**src/rtl/uart_tx_feeder.sv**
```systemverilog
// Byte FIFO plus send/ready sequencer feeding a UART transmit controller.
// Producer writes at full rate; bytes are issued one per frame over the handshake.
module uart_tx_feeder #(
  parameter int DEPTH  = 16,
  parameter int ADDR_W = 4
) (
  input  logic              clk,
  input  logic              rst,
  input  logic              wr_en,
  input  logic [7:0]        wr_data,
  input  logic              ovf_clr,
  input  logic              tx_ready,
  output logic              tx_send,
  output logic [7:0]        tx_data,
  output logic              full,
  output logic              empty,
  output logic [ADDR_W:0]   count,
  output logic              overflow
);

  typedef enum logic [1:0] {IDLE, SEND, WAIT_BUSY, WAIT_RDY} state_t;

  localparam logic [ADDR_W:0] FULL_CNT = (ADDR_W + 1)'(DEPTH);

  state_t            state, state_nxt;
  logic [7:0]        mem [DEPTH];
  logic [ADDR_W-1:0] rd_ptr, wr_ptr;
  logic              wr_ok, pop;

  assign full    = (count == FULL_CNT);
  assign empty   = (count == '0);
  assign wr_ok   = wr_en && !full;
  assign pop     = (state == IDLE) && !empty && tx_ready;
  assign tx_send = (state == SEND);

  // NOTE: storage has no reset; stale contents are unreachable because the
  // pointers and count are reset, and a resettable array would cost a flop per bit.
  always_ff @(posedge clk) begin
    if (wr_ok) mem[wr_ptr] <= wr_data;
  end

  // NOTE: all sequential state uses non-blocking assignment so every register
  // samples the pre-edge values, independent of statement order.
  always_ff @(posedge clk or posedge rst) begin
    if (rst) begin
      rd_ptr   <= '0;
      wr_ptr   <= '0;
      count    <= '0;
      tx_data  <= 8'h00;
      overflow <= 1'b0;
    end else begin
      if (wr_ok) wr_ptr <= wr_ptr + ADDR_W'(1);
      if (pop) begin
        rd_ptr  <= rd_ptr + ADDR_W'(1);
        tx_data <= mem[rd_ptr];
      end
      case ({wr_ok, pop})
        2'b10:   count <= count + (ADDR_W + 1)'(1);
        2'b01:   count <= count - (ADDR_W + 1)'(1);
        default: count <= count;
      endcase
      // Set has priority over clear so a drop in the clearing cycle is never lost.
      if (wr_en && full) overflow <= 1'b1;
      else if (ovf_clr)  overflow <= 1'b0;
    end
  end

  always_ff @(posedge clk or posedge rst) begin
    if (rst) state <= IDLE;
    else     state <= state_nxt;
  end

  // NOTE: state_nxt gets a default before the case so no path leaves it
  // unassigned, which would otherwise infer a latch.
  always_comb begin
    state_nxt = state;
    case (state)
      IDLE:      if (pop) state_nxt = SEND;
      SEND:      state_nxt = WAIT_BUSY;
      WAIT_BUSY: if (!tx_ready) state_nxt = WAIT_RDY;
      WAIT_RDY:  if (tx_ready) state_nxt = IDLE;
      default:   state_nxt = IDLE;
    endcase
  end

endmodule

```
**config.mk**
```make
export PLATFORM = sky130hd
export DESIGN_NAME = uart_tx_feeder
export DESIGN_NICKNAME = d
export VERILOG_FILES = /design/src/rtl/uart_tx_feeder.sv
export SDC_FILE = /design/constraint.sdc
export NUM_CORES = 1
export LEC_CHECK = 0
export BUFFER_PORTS_ARGS = -buffer_cell sky130_fd_sc_hd__buf_2
export CAP_MARGIN = 20
export CELL_PAD_IN_SITES_DETAIL_PLACEMENT = 1
export CELL_PAD_IN_SITES_GLOBAL_PLACEMENT = 2
export CORE_ASPECT_RATIO = 1.4
export CORE_MARGIN = 2
export CORE_UTILIZATION = 30
export DETAILED_ROUTE_END_ITERATION = 8
export PLACE_DENSITY_LB_ADDON = 0.05
export SLEW_MARGIN = 30
export SYNTH_ARGS = -nofsm -noshare
export SYNTH_HDL_FRONTEND = slang
export SYNTH_SLANG_ARGS = --single-unit
```
**constraint.sdc**
```tcl
create_clock -name clk -period 6.43 [get_ports clk]
set_input_delay 1.286 -clock clk [delete_from_list [all_inputs] [get_ports clk]]
set_output_delay 1.286 -clock clk [all_outputs]
set_load 0.02 [all_outputs]
```
==> summary.md <==
| Metric | Value |
|---|---|
| Sequential standard cell area | `4446 um^2` |
| First-pass GRT wire length | `20.37 mm` |
| Die width | `126.3 um` |
| Clock Latency Late Sink | `420 ps` |
| P_int | `2194 uW` |
| Post-cts sizing count | `0` |
| RSZ-0062 raised after global routing | `false` |
| Antenna viol nets, final | `0` |
| ANT cells | `0` |
| Clock slew at reported path FFs | `60 ps` |
| Multi-input gate area | `1664 um^2` |
| Share of total power in the clock network | `29.8%` |
| CP Launch Type | `input port` |
| Syn Nets | `371` |
| Lkg Pwr | `0.002591 uW` |
| Cell area power density | `445.3 nW/um^2` |
| Synthesis-stage register bit count | `152` |
| # port buffers | `29` |
| Post-synth ARST share | `15.79%` |
| CTS root buf | `clkbuf_16` |
| CTS sink cnt | `152` |
| Post-synthesis cell type count | `34` |
| Worst setup EP type | `register` |
| Max Cap Viol | `0` |
| Register area share after synthesis | `70.73%` |
| GRT Util Overall | `12.76%` |
| Synth warn | `0` |
| Register share of total power | `40.8%` |
| Largest net degree at the start of global routing | `36` |
| Worst VDD drop | `0.1835 mV` |
| Fill count | `2,058` |
| Most numerous cell in the Yosys netlist | `edfxtp_1` |
| H-tree depth | `4` |
| Slew margin rel. | `38.28%` |
| Drt total wl | `13.06 mm` |
| Status | `finished clean` |
| Cell Area, Synth | `6284 um^2` |
| Clock Tree Buf Depth | `2` |
| Fin Hold WS | `479.9 ps` |
| Final setup violation count | `0` |
| Slew Limit Fails | `0` |
| Area delta synth->final | `15.27%` |
| Comb pwr share | `29.4%` |
| Worst slew pin tran | `922.4 ps` |
| Setup CP Type | `input port to register` |
| Post-synth top area share | `61.17%` |
| Synth Instances | `343` |
| NumNets Final | `408` |
| Routability congestion estimate from global placement | `0.6758` |
| Total gr overflow | `0` |
| Mean Syn Cell Area | `18.32 um^2` |
| Post-CTS Hold Buffers | `0` |
| Ys flop type | `edfxtp_1` |
| Worst Skew | `9.381 ps` |
| Routed vias | `3,030` |
| Fin crit share | `51.93%` |
| Crit path DAT | `3650 ps` |
| Synth area leader | `edfxtp_1` |
| I/O pin cnt | `30` |
| DP HPWL | `8.783 mm` |
| P_sw | `1031 uW` |
| Post-CTS Repair Setup Buffers | `0` |
| Initial Utilization | `30.57%` |
| DR vias/cell | `4.669` |
| DR DRC count | `0` |
| CP required | `6740 ps` |
| Fin. Hold Viols | `0` |
| Tmin final | `3339 ps` |
| First drt pass iteration count | `4` |
| Die height | `175.2 um` |
| Largest cells by area after synthesis | `edfxtp_1 61%, dfrtp_1 9.6%, mux4_1 6.3%, mux4_2 6.1%, ha_1 2.8%` |
| CTS tree | `built` |
| Finished Cell Area | `7243 um^2` |
| Antenna violations before repair | `0` |
| Layout cells sized above 1 | `25.19%` |
| Post-synth top cells | `128 x edfxtp_1, 29 x nand2_1, 24 x dfrtp_1` |
| Power, Total | `3226 uW` |
| Drt wl/cell | `20.12 um` |
| DIE AREA | `22,140 um^2` |
| DP Area | `6668 um^2` |
| Post-synth EDFFs | `128` |
| TritonCTS Buffers | `17` |
| Num rows | `62` |
| Max Freq | `299.5 MHz` |
| Worst-path fanout max | `19` |
| Min-Delay Path Class | `register to register` |
| Sw Ratio | `31.97%` |
| Setup TNS | `0 ps` |
| Placeable Area | `20,560 um^2` |
| 1st-iter DRT viols | `114` |
| Vias in the first global route | `3,340` |
-- worst max-delay path: stages --
cell and delay [ps]:
buf_2 110, nand3_2 300, inv_1 250, ha_1 250, inv_1 100, fa_1 400
nor2b_1 140, o21ai_0 120, nand3_1 100, or3b_2 460, xnor2_1 130
-- worst paths after layout --
path | from | end | slack (ps) | cells after the start
worst min register to register | tx_data[6] | tx_data[6] | 480 | 2
min in group asynchronous | rst | state[1] | 910 | 2
worst max-delay path | tx_ready | count[4] | 3090 | 11
max in group asynchronous | rst | rd_ptr[0] | 5110 | 2
worst max register to register | count[0] | count[4] | 3100 | 11
worst min-delay path | tx_data[6] | tx_data[6] | 480 | 2
-- layer usage --
metal	track usage [%]	share of wire [%]	vias up
li1	-	-	1406
met2	22.16	54	51
met4	5.220	1.7	0
met1	15.13	42	1559
met5	0	0	-
met3	3.062	2.7	14
-- cells in the final DEF, fill, tap and decap left out, drive strengths merged, types with 5 or more instances in the layout --
master,netlist,routed
o21ai,20,20
mux2i,10,10
edfxtp,128,128
mux4,32,32
mux2,9,9
inv,14,19
clkinv,0,5
clkbuf,4,20
buf,13,35
xnor2,8,8
dfrtp,24,24
nor2,13,13
nand2,29,29
ha,14,14
nor3,5,5
-- stage by stage --
stage	worst slack, ps	util [%]	instances
detailed placement	2636	32.43	617
global route	2619	35.23	649
finish	3091	35.23	649
global placement	2704	32.43	617
floorplan	3090	-	343
CTS	2974	35.21	649
-- power by group through the flow --
stage          Clock [uW]  Combinational [uW]  Sequential [uW]
6_report              963                 947             1320
2_1_floorplan           0                 708             1350
3_3_place_gp            0                 973             1330
5_1_grt              1030                1070             1340
4_1_cts               998                 985             1320
3_5_place_dp            0                 982             1340
-- state kept, by name, summed over array words and instances, names as in the netlist --
name,flops
mem,128
count,5
wr_ptr,4
tx_data,8
overflow,1
rd_ptr,4
state,2
-- cell type report --
type                    count  share of cell area, %
inverters                  14                 0.7255
clock buffers              20                  6.305
flip-flops and latches    152                  61.37
multi-input cells         160                  22.97
well taps                 256                  4.422
clock inverters            12                  1.572
repair buffers             35                  2.626
-- logic make-up (layout without fill, tap and decap cells) --
logic type,Yosys count,after routing,synth area share (%)
muxes,51,51,15.57
DFF,152,152,70.73
xor gates and xnor gates,10,10,1.394
and+or+nand+nor,58,58,4.082
buffers and inverters,31,81,2.947
AOI/OAI and AO/OA,26,26,2.170
adders and majority gates,15,15,3.106
Power figures use the tool's default switching activity.
